**src/rtl/pdm_demod.sv**
```systemverilog
// pdm_demod: decimating PDM-to-PCM demodulator.
//
// Counts the ones in consecutive, back-to-back windows of 2^DECIM_LOG2 accepted
// PDM bits. At the end of each window the count is rescaled to OUT_W bits,
// saturated, and presented as a PCM sample one clock after the final bit.
//
// Parameters
//   DECIM_LOG2  log2 of the window length in accepted bits (1..16)
//   OUT_W       output sample width (2..16)
//
// Ports
//   clk         clock, rising-edge active
//   rst_n       asynchronous active-low reset
//   en          input-bit strobe; din is accepted only when en=1
//   din         PDM bit stream
//   dout        most recent PCM sample, held between updates
//   dout_valid  one-cycle pulse with each dout update
//   locked      high once the first window after reset has been delivered
//   clip        high in the dout_valid cycle when the sample was saturated

module pdm_demod #(
    parameter int unsigned DECIM_LOG2 = 10,
    parameter int unsigned OUT_W      = 10
) (
    input  logic             clk,
    input  logic             rst_n,
    input  logic             en,
    input  logic             din,
    output logic [OUT_W-1:0] dout,
    output logic             dout_valid,
    output logic             locked,
    output logic             clip
);

    // The scaled value is wide enough for the largest left shift of the
    // largest count, so saturation is a simple test of the upper bits.
    localparam int unsigned SW  = DECIM_LOG2 + OUT_W + 1;
    localparam int unsigned SHR = (DECIM_LOG2 >= OUT_W) ? (DECIM_LOG2 - OUT_W) : 0;
    localparam int unsigned SHL = (DECIM_LOG2 >= OUT_W) ? 0 : (OUT_W - DECIM_LOG2);

    typedef enum logic [0:0] {
        StFill,
        StRun
    } state_e;

    state_e                state_q;
    logic [DECIM_LOG2-1:0] cnt_q;
    logic [DECIM_LOG2:0]   acc_q;

    logic                  win_done;
    logic [DECIM_LOG2:0]   c;
    logic [SW-1:0]         scaled;
    logic                  sat;
    logic [OUT_W-1:0]      sample;

    always_comb begin
        win_done = en && (&cnt_q);
        // Count including the bit accepted this cycle.
        c        = acc_q + {{DECIM_LOG2{1'b0}}, din};
        scaled   = (SW'(c) >> SHR) << SHL;
        sat      = |scaled[SW-1:OUT_W];
        sample   = sat ? {OUT_W{1'b1}} : scaled[OUT_W-1:0];
    end

    always_ff @(posedge clk or negedge rst_n) begin
        if (!rst_n) begin
            state_q    <= StFill;
            cnt_q      <= '0;
            acc_q      <= '0;
            dout       <= '0;
            dout_valid <= 1'b0;
            locked     <= 1'b0;
            clip       <= 1'b0;
        end else begin
            dout_valid <= 1'b0;
            clip       <= 1'b0;
            if (en) begin
                if (win_done) begin
                    cnt_q      <= '0;
                    acc_q      <= '0;
                    dout       <= sample;
                    dout_valid <= 1'b1;
                    clip       <= sat;
                    unique case (state_q)
                        StFill: begin
                            state_q <= StRun;
                            locked  <= 1'b1;
                        end
                        StRun: begin
                            state_q <= StRun;
                            locked  <= 1'b1;
                        end
                        default: begin
                            state_q <= StRun;
                            locked  <= 1'b1;
                        end
                    endcase
                end else begin
                    cnt_q <= cnt_q + DECIM_LOG2'(1);
                    acc_q <= c;
                end
            end
        end
    end

endmodule

```
**config.mk**
```make
export PLATFORM = sky130hd
export DESIGN_NAME = pdm_demod
export DESIGN_NICKNAME = d
export VERILOG_FILES = /design/src/rtl/pdm_demod.sv
export SDC_FILE = /design/constraint.sdc
export NUM_CORES = 1
export LEC_CHECK = 0
export BUFFER_PORTS_ARGS = -buffer_cell sky130_fd_sc_hd__clkbuf_2
export CORE_ASPECT_RATIO = 0.7
export CORE_MARGIN = 2
export CORE_UTILIZATION = 50
export CTS_BUF_LIST = sky130_fd_sc_hd__clkbuf_2 sky130_fd_sc_hd__clkbuf_4 sky130_fd_sc_hd__clkbuf_8
export CTS_CLUSTER_SIZE = 25
export DETAILED_ROUTE_END_ITERATION = 8
export GPL_TIMING_DRIVEN = 0
export PLACE_DENSITY = 0.79
export RECOVER_POWER = 25
export SLEW_MARGIN = 10
export SYNTH_ARGS = -nofsm -noshare
export SYNTH_HDL_FRONTEND = slang
export SYNTH_SLANG_ARGS = --single-unit
```
**constraint.sdc**
```tcl
create_clock -name clk -period 1.54 [get_ports clk]
set_input_delay 0.231 -clock clk [delete_from_list [all_inputs] [get_ports clk]]
set_output_delay 0.231 -clock clk [all_outputs]
set_load 0.01 [all_outputs]
```
==> results.txt, run 1 <==
Initial Utilization -> 53.7%
Top post-synthesis cells by area -> dfrtp_1, xnor2_1, a31oi_2, buf_6, nor2_1
Final Cycle Share -> 101%
CORE AREA -> 3210 sq um
Final Skew -> 0.00405 ns
Largest net degree at the start of global routing -> 35
CTS Root Buffer Type -> clkbuf_8
I/O pin cnt -> 17
Comb power frac -> 22.6%
Slew headroom -> 43.5%
Post-layout util -> 69.0%
Clock transition at the registers of the reported paths -> 0.07 ns
Net Count, Synth -> 160
Status -> finished, violations left
Post-Syn Area -> 1730 sq um
Synth Instances -> 153
Skew-Pair Late Insertion Delay -> 0.29 ns
Async set or reset register ratio after synthesis -> 100%
Clock Power Share -> 34.1%
CP arrival -> 1.76 ns
Drt first pass iters -> 4
Area Growth Syn to Fin -> 28.4%
CTS tree -> yes
P per Cell Area -> 1370 nW/um^2
Primary FF master, synth -> dfrtp_1
Die height -> 53.2 microns
Critical Path Fanout Max -> 3
Most common cell after layout, fill and taps aside -> dfrtp_1
Share of layout cells above drive strength 1 -> 36.6%
# DRC -> 0
Failing checks -> setup timing
Die area -> 3940 sq um
Leakage -> 0.981 nW
Crit path kind -> register to register
Final setup vio count -> 2
WL/cell -> 16.8 microns
Final ANT Viol Nets -> 0
Final worst path period need -> 1.55 ns
CP Capture Type -> register
Fin. max-slew vios -> 0
Overall routing resource usage -> 22.7%
CTS buffer count -> 5
Synth warn -> 0
Synth top area share -> 49.3%
Final wirelength -> 3920 microns
Die Wd -> 74.2 microns
Overflow after GRT -> 0
Final WS setup -> -0.0120 ns
Max-Cap Viols -> 0
# diodes -> 0
Final HPWL DP -> 2420 microns
H-tree depth -> 2
1st-iter DRT viols -> 155
Worst EP required -> 1.75 ns
Worst VDD drop -> 0.723 mV
Commonest non-fill, non-tap cells in the layout -> dfrtp_1, clkbuf_2, nor2_1
Via density -> 5.65
First-pass GRT wire length -> 6330 microns
Pint -> 2.09 mW
Placer Congestion -> 0.837
Hold_buf cts -> 0
Fmax -> 644 MHz
Vias -> 1,317
Mean Syn Cell Area -> 11.3 sq um
Top cell type by total area after synthesis -> dfrtp_1
Sequential share of the synthesized area -> 49.3%
Hold WC Path Type -> primary input to async pin
Sw Pwr -> 0.937 mW
Initial antenna violation count -> 0
Post-synth EDFFs -> 0
Row count -> 17
RSZ-0062 raised after global routing -> true
Sw frac -> 31.0%
Distinct cells, synth -> 44
Clock sink total -> 34
Vias in the first global route -> 1,295
CTS max path bufs -> 2
Port buffer count -> 16
CP Launch Type -> register
Fin. Hold Viols -> 0
Setup TNS -> -0.0129 ns
Slew @ Worst Pin -> 0.848 ns
Reg power frac -> 43.3%
Seq cells post-synth -> 34
Final net count -> 192
cells in the mapped netlist, types with 2 or more instances:
library cell,n
nand3_1,4
or3_1,4
buf_6,4
nor3_1,2
nand4_1,3
and3_1,2
dfrtp_1,34
a31oi_1,2
o22ai_1,7
xnor2_1,11
nand2_1,10
nor3_2,2
inv_1,11
nand4_4,2
o21ai_0,7
nor2_1,12
a31oi_2,6
a21oi_1,2
ha_1,3
worst max-delay path, cell delays in order, from the launching register on:
cell and delay (ns):
dfrtp_1 0.39, ha_4 0.16, nand3_1 0.16, or3_4 0.38
or3_1 0.31, o221ai_1 0.08
cell families (layout without fill, tap and decap cells):
logic type                 after synthesis  count (layout)  share of synthesized area [%]
xor gates and xnor gates                12              12                           6.09
buffers and inverters                   17              50                           5.66
DFF                                     34              34                           49.3
and+or+nand+nor                         51              51                           18.9
adders and majority gates                3               3                           2.18
muxes                                    1               1                          0.653
AOI/OAI and AO/OA                       35              35                           17.3
power groups by stage:
| stage | clock (mW) | combinational (mW) | sequential, mW |
|---|---|---|---|
| after floorplan | 0 | 0.391 | 1.24 |
| after global placement | 0 | 0.473 | 1.27 |
| after detailed placement | 0 | 0.493 | 1.29 |
| after CTS | 1.04 | 0.637 | 1.29 |
| after global routing | 1.07 | 0.740 | 1.34 |
| final | 1.03 | 0.683 | 1.31 |
per-layer routing:
metal	global-route usage, %	part of all wire, %	up-vias
li1	-	-	612
met1	28.8	45	652
met2	35.1	47	43
met3	8.19	5.6	10
met4	9.52	2.2	0
met5	0	0	-
metrics by stage:
stage	std cells	hold slack [ns]	cell area (sq um)	setup WS [ns]	total power [mW]
6_report	233	0.0305	2210	-0.0120	3.03
5_1_grt	233	0.104	2210	-0.0704	3.15
4_1_cts	232	0.0511	2190	-0.0321	2.97
3_5_place_dp	216	0.369	1870	-0.147	1.78
3_3_place_gp	216	0.369	1870	-0.116	1.74
2_1_floorplan	153	-0.0646	1740	0.00824	1.63
worst paths after layout:
check                           startpoint        to  slack, ns  cells after the start
max in group asynchronous            rst_n  acc_q[2]       0.93                      1
worst min register to register      locked    locked       0.47                      1
worst min-delay path                 rst_n  cnt_q[5]       0.03                      1
min in group clk                        en      clip       0.31                      3
worst max-delay path              acc_q[0]  acc_q[7]      -0.01                      5
worst max register to register    acc_q[0]  acc_q[7]      -0.01                      5
timing repair:
item / in CTS / in global routing
pin swaps: 9 / 6
endpoints found under the setup margin: 25 / 24
gates cloned: 1 / 0
buffers inserted: 7 / 2
gates resized for setup: 15 / 6
flip-flops by register name, summed over array words and instances, names as in the netlist:
| name | count |
|---|---|
| dout_valid | 1 |
| locked | 1 |
| dout | 10 |
| cnt_q | 10 |
| acc_q | 11 |
| clip | 1 |
cell type report:
class | count | area [sq um]
inverters | 11 | 41.3
flip-flops and latches | 34 | 853
plain buffers | 5 | 52.6
repair buffers | 26 | 184
clock inverters | 2 | 60.1
fillers | 209 | 997
clock buffers | 6 | 82.6
multi-input cells | 102 | 882
well taps | 47 | 58.8
Power figures use the tool's default switching activity.
==> run 2, diff against run 1 <==
- BUFFER_PORTS_ARGS: -buffer_cell sky130_fd_sc_hd__clkbuf_2 -> -buffer_cell sky130_fd_sc_hd__buf_2
- TNS_END_PERCENT: unset -> 100
==> results.txt, run 2 (synthesized netlist as in run 1, its figures left out) <==
Status -> finished, violations left
Failing checks -> setup timing
Final std cells w/o fill -> 239 (+2.6%)
CP arrival -> 1.74 ns (-0.02 ns)
Overflow after GRT -> 0 (unchanged)
Commonest non-fill, non-tap cells in the layout -> dfrtp_1, buf_2, buf_4
Hold_buf cts -> 0 (unchanged)
Biggest register -> acc_q
Share of layout cells above drive strength 1 -> 40.1% (+3.5 points)
Setup TNS -> -0.0114 ns (+0.00149 ns)
Skew-Pair Late Insertion Delay -> 0.28 ns (about the same)
Final wirelength -> 4240 microns (+8.3%)
Drt first pass iters -> 5 (+1)
Max-Cap Viols -> 0 (unchanged)
Final Skew -> 0.00445 ns (+0.000395 ns)
Die Wd -> 74.2 microns (unchanged)
Worst EP required -> 1.74 ns (about the same)
Final HPWL DP -> 2480 microns (+2.4%)
Placed Instances -> 216 (unchanged)
Dpl cell area -> 1870 sq um (unchanged)
RSZ-0062 raised after global routing -> true
Initial Utilization -> 53.7% (unchanged)
Area Growth Syn to Fin -> 28.4% (about the same)
Vias -> 1,380 (+4.8%)
1st-iter DRT viols -> 133 (-14%)
Power Total -> 2.68 mW (-11%)
Final WS setup -> -0.00639 ns (+0.00563 ns)
R2R Setup Slk -> -0.006 ns (about the same)
P per Cell Area -> 1210 nW/um^2 (-12%)
Final worst path period need -> 1.55 ns (-0.00563 ns)
CTS buffer count -> 5 (unchanged)
Final ANT Viol Nets -> 0 (unchanged)
Final setup vio count -> 2 (unchanged)
Post-layout util -> 69.0% (about the same)
Largest net degree at the start of global routing -> 35 (unchanged)
Placer Congestion -> 0.816 (-2.5%)
Die area -> 3940 sq um (unchanged)
WL/cell -> 17.8 microns (+5.6%)
Row count -> 17 (unchanged)
Fin. Hold Viols -> 0 (unchanged)
Slew headroom -> 44.5% (+1.0 points)
CP Capture Type -> register
CP Launch Type -> register
Fmax -> 647 MHz (+0.36%)
Initial antenna violation count -> 0 (unchanged)
WHS -> 0.0351 ns (+0.00464 ns)
Final net count -> 200 (+4.2%)
Overall routing resource usage -> 23.2% (+0.54 points)
DP Worst Slack -> -0.159 ns (-0.0119 ns)
# DRC -> 0 (unchanged)
Clock sink total -> 34 (unchanged)
Clock transition at the registers of the reported paths -> 0.06 ns (about the same)
Worst VDD drop -> 0.563 mV (-22%)
Critical Path Fanout Max -> 3 (unchanged)
Crit path kind -> register to register
CTS Root Buffer Type -> clkbuf_8
Final Cycle Share -> 100% (-0.37 points)
# diodes -> 0 (unchanged)
First-pass GRT wire length -> 6480 microns (+2.4%)
Via density -> 5.77 (+2.2%)
Max reg flops -> 11 (unchanged)
Most common cell after layout, fill and taps aside -> dfrtp_1
Slew @ Worst Pin -> 0.833 ns (-0.0150 ns)
Fin. max-slew vios -> 0 (unchanged)
Die height -> 53.2 microns (unchanged)
Hold WC Path Type -> primary input to async pin
Port buffer count -> 16 (unchanged)
Vias in the first global route -> 1,337 (+3.2%)
Leakage -> 1.01 nW (+3.1%)
CTS tree -> yes
CORE AREA -> 3210 sq um (unchanged)
CTS max path bufs -> 2 (unchanged)
H-tree depth -> 2 (unchanged)
Finished layout cell area -> 2220 sq um (about the same)
Regs by FF count -> acc_q: 11 flops, cnt_q: 10 flops, dout: 10 flops
I/O pin cnt -> 17 (unchanged)
==> run 2: repair_timing <==
item,in CTS,in global routing
hold endpoints to repair,0,0
resized for setup,15,12
buffers inserted,11,5
pin swaps,10,8
cloned,2,0
endpoints found under the setup margin,25,26
==> run 2: path summary, 6_finish.rpt <==
kind	from	depth (start not counted)	end
max	acc_q[0]	5	acc_q[7]
min	rst_n	1	cnt_q[2]
max reg2reg	acc_q[0]	5	acc_q[7]
min reg2reg	locked	1	locked
max in group asynchronous	rst_n	1	cnt_q[4]
min in group clk	din	4	acc_q[0]
==> run 2: final cells by class <==
type                            instances  area (sq um)
Multi-Input combinational cell        102           858
Clock buffer                            6          82.6
Tap cell                               47          58.8
Inverter                               11          41.3
Timing Repair Buffer                   34           255
Fill cell                             203           996
Sequential cell                        34           858
Buffer                                  5          61.3
==> run 2: metal layers <==
metal | up-vias | routed length (microns) | global-route usage [%]
met5 | - | 0 | 0
met4 | 0 | 81 | 10.1
met3 | 14 | 335 | 5.90
met2 | 62 | 2100 | 38.2
met1 | 681 | 1720 | 29.1
li1 | 623 | - | -
==> run 2: worst max-delay path, cell delays in order (launching register included) <==
cell and delay, ns:
dfrtp_1 0.39, ha_4 0.17, nand3_1 0.14, or3_4 0.38, or3_1 0.31, o221ai_1 0.08
==> run 2: power by group <==
group / internal [mW] / total (mW) / switching (mW)
logic: 0.372 / 0.707 / 0.335
registers: 1.06 / 1.34 / 0.274
clock network: 0.344 / 0.638 / 0.294
